--- config.mk ---
export PLATFORM = sky130hd
export DESIGN_NAME = servo_pwm_generator
export DESIGN_NICKNAME = d
export VERILOG_FILES = /design/src/rtl/servo_pwm_generator_pkg.sv /design/src/rtl/servo_period_counter.sv /design/src/rtl/servo_pwm_generator.sv
export SDC_FILE = /design/constraint.sdc
export NUM_CORES = 1
export LEC_CHECK = 0
export ABC_AREA = 1
export CELL_PAD_IN_SITES_DETAIL_PLACEMENT = 0
export CELL_PAD_IN_SITES_GLOBAL_PLACEMENT = 1
export CORE_UTILIZATION = 30
export CTS_BUF_LIST = sky130_fd_sc_hd__clkbuf_4 sky130_fd_sc_hd__clkbuf_8
export DETAILED_ROUTE_END_ITERATION = 10
export PLACE_DENSITY = 0.57
export SLEW_MARGIN = 10
export SYNTH_ARGS = -nofsm -noshare
export SYNTH_HDL_FRONTEND = slang
export SYNTH_SLANG_ARGS = --single-unit
export TNS_END_PERCENT = 1
--- constraint.sdc ---
create_clock -name Clk_i -period 5 [get_ports Clk_i]
set_input_delay 1.5 -clock Clk_i [delete_from_list [all_inputs] [get_ports Clk_i]]
set_output_delay 1.5 -clock Clk_i [all_outputs]
set_load 0.05 [all_outputs]
--- src/rtl/servo_pwm_generator_pkg.sv ---
// MG995 servo timing constants and angle codes, shared with pwm_monitor.
package servo_pwm_generator_pkg;

    localparam int MG995_PERIOD_CLKS    = 1000000;
    localparam int MG995_ANGLE_0_CLKS   = 50000;
    localparam int MG995_ANGLE_90_CLKS  = 75000;
    localparam int MG995_ANGLE_180_CLKS = 100000;
    localparam int MG995_STEP_CLKS      = 5000;
    localparam int MG995_CNT_W          = 20;
    localparam int MG995_WIDTH_W        = 17;

    typedef enum logic [1:0] {
        SEL_OFF = 2'd0,
        SEL_0   = 2'd1,
        SEL_90  = 2'd2,
        SEL_180 = 2'd3
    } sel_e;

    localparam logic PWM_LOW  = 1'b0;
    localparam logic PWM_HIGH = 1'b1;

endpackage

--- src/rtl/servo_period_counter.sv ---
// Free-running frame counter with boundary flag and registered frame-start pulse.
module servo_period_counter #(
    parameter int PERIOD_P = 1000000,
    parameter int CNT_W_P  = 20
) (
    input  logic               Clk_i,
    input  logic               Reset_i,
    output logic [CNT_W_P-1:0] Count_o,
    output logic               Boundary_o,
    output logic               Period_Start_o
);

    localparam logic [CNT_W_P-1:0] LAST_C = CNT_W_P'(PERIOD_P - 1);

    logic [CNT_W_P-1:0] cnt_q;
    logic               start_p1;

    always_ff @(posedge Clk_i or negedge Reset_i) begin
        if (!Reset_i) begin
            cnt_q    <= '0;
            start_p1 <= 1'b0;
        end else begin
            cnt_q    <= (cnt_q == LAST_C) ? '0 : cnt_q + 1'b1;
            start_p1 <= (cnt_q == '0);
        end
    end

    assign Count_o        = cnt_q;
    assign Boundary_o     = (cnt_q == LAST_C);
    assign Period_Start_o = start_p1;

endmodule

--- src/rtl/servo_pwm_generator.sv ---
// MG995 servo PWM generator: one-deep command slot, frame-aligned width updates, per-frame slew limit.
module servo_pwm_generator
    import servo_pwm_generator_pkg::*;
#(
    parameter int PERIOD_P    = MG995_PERIOD_CLKS,
    parameter int ANGLE_0_P   = MG995_ANGLE_0_CLKS,
    parameter int ANGLE_90_P  = MG995_ANGLE_90_CLKS,
    parameter int ANGLE_180_P = MG995_ANGLE_180_CLKS,
    parameter int STEP_P      = MG995_STEP_CLKS,
    parameter int CNT_W_P     = MG995_CNT_W,
    parameter int WIDTH_W_P   = MG995_WIDTH_W
) (
    input  logic                 Clk_i,
    input  logic                 Reset_i,
    input  logic [1:0]           Sel_i,
    input  logic                 Sel_Valid_i,
    output logic                 Sel_Ready_o,
    output logic                 Pwm_o,
    output logic                 Period_Start_o,
    output logic [WIDTH_W_P-1:0] Duty_Cycle_o,
    output logic                 Busy_o
);

    localparam int CMP_W = (CNT_W_P > WIDTH_W_P) ? CNT_W_P : WIDTH_W_P;
    localparam logic [WIDTH_W_P-1:0] W_ANGLE_0   = WIDTH_W_P'(ANGLE_0_P);
    localparam logic [WIDTH_W_P-1:0] W_ANGLE_90  = WIDTH_W_P'(ANGLE_90_P);
    localparam logic [WIDTH_W_P-1:0] W_ANGLE_180 = WIDTH_W_P'(ANGLE_180_P);
    localparam logic [WIDTH_W_P:0]   STEP_X      = (WIDTH_W_P+1)'(STEP_P);

    function automatic logic [WIDTH_W_P-1:0] decode_width(input sel_e code);
        case (code)
            SEL_0:   decode_width = W_ANGLE_0;
            SEL_90:  decode_width = W_ANGLE_90;
            SEL_180: decode_width = W_ANGLE_180;
            default: decode_width = '0;
        endcase
    endfunction

    // One extra bit of headroom so neither the up nor the down step can wrap.
    function automatic logic [WIDTH_W_P-1:0] ramp_width(input logic [WIDTH_W_P-1:0] cur,
                                                        input logic [WIDTH_W_P-1:0] tgt);
        logic [WIDTH_W_P:0] cur_x;
        logic [WIDTH_W_P:0] tgt_x;
        logic [WIDTH_W_P:0] up_x;
        logic [WIDTH_W_P:0] dn_x;
        cur_x = {1'b0, cur};
        tgt_x = {1'b0, tgt};
        up_x  = cur_x + STEP_X;
        dn_x  = cur_x - STEP_X;
        if (tgt == '0)
            ramp_width = '0;
        else if (cur == '0)
            ramp_width = tgt;
        else if (cur_x < tgt_x)
            ramp_width = (up_x >= tgt_x) ? tgt : up_x[WIDTH_W_P-1:0];
        else if ((cur_x - tgt_x) > STEP_X)
            ramp_width = dn_x[WIDTH_W_P-1:0];
        else
            ramp_width = tgt;
    endfunction

    logic [CNT_W_P-1:0]   count;
    logic                 boundary;
    logic                 xfer;
    logic                 pend_q;
    sel_e                 pend_code_q;
    logic [WIDTH_W_P-1:0] target_q;
    logic [WIDTH_W_P-1:0] active_q;
    logic [WIDTH_W_P-1:0] new_target;
    logic [WIDTH_W_P-1:0] next_active;
    logic [CMP_W-1:0]     count_x;
    logic [CMP_W-1:0]     active_x;
    logic                 pwm_p1;
    logic                 busy_p1;

    servo_period_counter #(
        .PERIOD_P (PERIOD_P),
        .CNT_W_P  (CNT_W_P)
    ) u_period_counter (
        .Clk_i          (Clk_i),
        .Reset_i        (Reset_i),
        .Count_o        (count),
        .Boundary_o     (boundary),
        .Period_Start_o (Period_Start_o)
    );

    assign xfer        = Sel_Valid_i && !pend_q;
    assign new_target  = pend_q ? decode_width(pend_code_q) : target_q;
    assign next_active = ramp_width(active_q, new_target);
    assign count_x     = CMP_W'(count);
    assign active_x    = CMP_W'(active_q);

    // Command slot and frame-boundary width update
    always_ff @(posedge Clk_i or negedge Reset_i) begin
        if (!Reset_i) begin
            pend_q      <= 1'b0;
            pend_code_q <= SEL_OFF;
            target_q    <= '0;
            active_q    <= '0;
        end else begin
            if (xfer)
                pend_code_q <= sel_e'(Sel_i);
            if (boundary) begin
                target_q <= new_target;
                active_q <= next_active;
                pend_q   <= xfer;
            end else if (xfer) begin
                pend_q <= 1'b1;
            end
        end
    end

    // Registered outputs, one cycle behind the counter
    always_ff @(posedge Clk_i or negedge Reset_i) begin
        if (!Reset_i) begin
            pwm_p1  <= PWM_LOW;
            busy_p1 <= 1'b0;
        end else begin
            pwm_p1  <= (count_x < active_x) ? PWM_HIGH : PWM_LOW;
            busy_p1 <= pend_q || (active_q != target_q);
        end
    end

    assign Pwm_o        = pwm_p1;
    assign Busy_o       = busy_p1;
    assign Duty_Cycle_o = active_q;
    assign Sel_Ready_o  = !pend_q;

endmodule

==> impl_metrics.ini <==
[setup_path]
worstPathRequired_ns = 5.26
reg2reg_depth = 22
r2r_end = Duty_Cycle_o[0]
reg2reg_from = pend_q
cp_max_fo = 16
cp_top_family = simple AND/OR/NAND/NOR gates
crit_top_cell = nand2_1
rrSetupSlack_ns = 0.99
crit_buf_inv = 3
slowest_stage = dfrtp_1
startpoint_type = flop
critPathKind = flop to flop
critical-path-max-stage-delay_ns = 0.58
cp-end-kind = flop
cp.arrival_ns = 4.27
worstPathCellList = inv_2, nor2_1, a21oi_1, inv_1, ha_1, nand2_1, nor2_2, nand3_1, nand3_2, nand2_1, nand2_4, nand2_2, nor2_2, nand3_2, nor2_4, nand2_4, nand2_4, inv_1, nand3b_1, nand2_1, nand2_1, nand2_1

[logic_synthesis]
synthCells = 896
synthTopCellsByArea = dfrtp_1 25%, nand2_1 16%, ha_1 12%
syn-cell-area_um2 = 5928
avgSynthCellArea_um2 = 6.616
ys_ff_latch = 60
synth-edff-count = 0
seq_area_frac_synth_pct = 25.33
ys_warn_count = 0
syn-num-nets = 957
synth_top_cell_by_area = dfrtp_1
ys.flop_type = dfrtp_1
postSynth.asyncResetShare_pct = 100.0
synth_top_area_share_pct = 25.33
yosys.cell_types.count = 44

[global_route]
grt_max_degree = 40
grtUsageMet2_pct = 36.40
grt_pass1_wl_mm = 33.84
grt_busiest_layer = met2
antenna_found_initial = 0
grt_pass1_vias = 5851
grtUsageMet3_pct = 3.970
met1_usage_pct = 30.58
gr-usage-all-layers_pct = 22.51
globalRouteOverflowTotal = 0

[floorplanning]
io-pin-count = 26
die_area_um2 = 20330
die_h_um = 142.6
initial_core_util_pct = 30.56
core.rowCount = 51
core_area_um2 = 19400
die_x_um = 142.6

[clock_network]
cts.clk_slew.worst_paths_ns = 0.07
cts.sinks = 60
cts_tree = built
cts.hold.buffers_added = 0
cts_root_buffer = clkbuf_8
htree_levels = 3
clockBufferDepth = 2
insertion_delay_ns = 0.37
ctsResizeCount = 0
cts_made_buffers = 9
post_cts_buffers = 0

[finish]
final_cells = 1190
n_antenna_cell = 0
area_growth_pct = 11.63
final_cell_mix = 250 x nand2_1, 121 x inv_1, 73 x nor2_1
drive_gt1_share_pct = 7.135
final_nets = 981
final_common_cell = nand2_1

[routing]
drc = 0
wirelength_mm = 21.51
first_pass_iters = 6
via_per_inst = 4.912
vias = 5845
ant_nets = 0
wire_per_inst_um = 18.08
drt_iter0_markers = 387

[sta]
worstMarginPinSlew_ns = 1.182
final-hold-violation-count = 0
fin_worst_skew_ns = 0.01418
post-route-period-util_pct = 80.19
fin_crit_ns = 4.009
setup_viol = 0
final.setup.tns_ns = 0
layout_setup_ws_ns = 0.9907
slew_headroom_pct = 21.00
fmax_mhz = 249.4
timing.hold.ws_ns = 0.4976
report.final.slew_viol_count = 0
rsz0062_at_grt = false

[job]
drv_cap = 0

[worst_hold_path]
min_path_type = flop to flop
hp-start = target_q[7]
hold_depth = 2
min_to = target_q[7]

[status]
status = finished, final reports clean

[power]
vdd_drop_max_uv = 138.0
p_per_area_nw_per_um2 = 139.6
p_leak_nw = 3.402

[placement]
dp_hpwl_mm = 16.83
dp_slack_ns = 1.029
placedCellCount = 1174
finalWeightedCongestion = 0.8590
io_buffers = 25
[logic make-up (layout without fill, tap and decap cells)]
group                    Yosys count  after routing  share of synthesized area [%]
flip-flops                        60             60                          25.33
buffers and inverters            151            180                          10.47
multiplexers                       1              1                         0.1689
XOR/XNOR                          31             31                          4.580
adder cells (fa/ha/maj)           56             56                          11.82
AO/OA/AOI/OAI                    138            138                          12.75
AND/OR/NAND/NOR                  459            459                          34.89
[state kept, by name, summed over array words and instances (netlist names)]
name	flops
u_period_counter.Count_o	20
Duty_Cycle_o	17
target_q	17
pend_code_q	2
Busy_o	1
Pwm_o	1
pend_q	1
u_period_counter.Period_Start_o	1
[metrics by stage]
stage	instance area, um^2	total power [mW]	utilization [%]
finish	6618	0.9238	34.11
global route	6618	0.9623	34.11
CTS	6618	0.9390	34.11
detailed placement	6440	0.5087	33.20
global placement	6440	0.5087	33.20
floorplan	5928	0.4946	-
[synth_stat cells, types with 4 or more instances]
library cell  number
nand2_1          250
inv_1            121
nor2_1            73
a21oi_1           69
dfrtp_1           60
ha_1              56
nand3_1           55
o21ai_0           46
xor2_1            27
nand4_1           18
nor4_1            13
nor3_1            12
inv_2              9
clkbuf_1           8
nand3b_1           8
buf_4              5
nand3_2            5
a221oi_1           4
buf_2              4
buf_6              4
nand2_2            4
nand2_4            4
nor2_2             4
o22ai_1            4
xnor2_1            4
[report_power, final]
part / switching (mW) / internal, mW / leakage, nW / total (mW)
combinational: 0.0102 / 0.00279 / 2.50 / 0.0130
sequential: 0 / 0.485 / 0.803 / 0.485
clock: 0.211 / 0.215 / 0.0981 / 0.426
total: 0.221 / 0.702 / 3.40 / 0.924
[layout make-up]
cell class	count	area (um^2)
inverters	130	488.0
flip-flops and latches	60	1501
clock buffers	14	167.7
repair buffers	34	312.8
fillers	2195	12780
well taps	265	331.6
clock inverters	2	10.01
multi-input cells	685	3806
[tightest hold or removal path, cell delays in order, from the launching register on]
cell,delay [ns]
dfrtp_1,0.34
nand2_1,0.05
o21ai_0,0.07
[worst max-delay path by stage]
stage,start,to,slack [ns],cells past startpoint
after CTS,pend_q,Duty_Cycle_o[1],1.01,22
final,pend_q,Duty_Cycle_o[0],0.99,22
after global routing,pend_q,Duty_Cycle_o[1],0.54,21
after floorplan,Duty_Cycle_o[5],Duty_Cycle_o[4],1.60,23
after global placement,pend_q,Duty_Cycle_o[1],0.99,22
after detailed placement,pend_q,Duty_Cycle_o[1],1.03,22
[per-layer routing]
layer | vias to the layer above | wire length (um)
met5 | - | 0
met4 | 0 | 392
met3 | 22 | 979
met2 | 133 | 9665
met1 | 2708 | 10470
li1 | 2982 | -
Power figures use the tool's default switching activity.
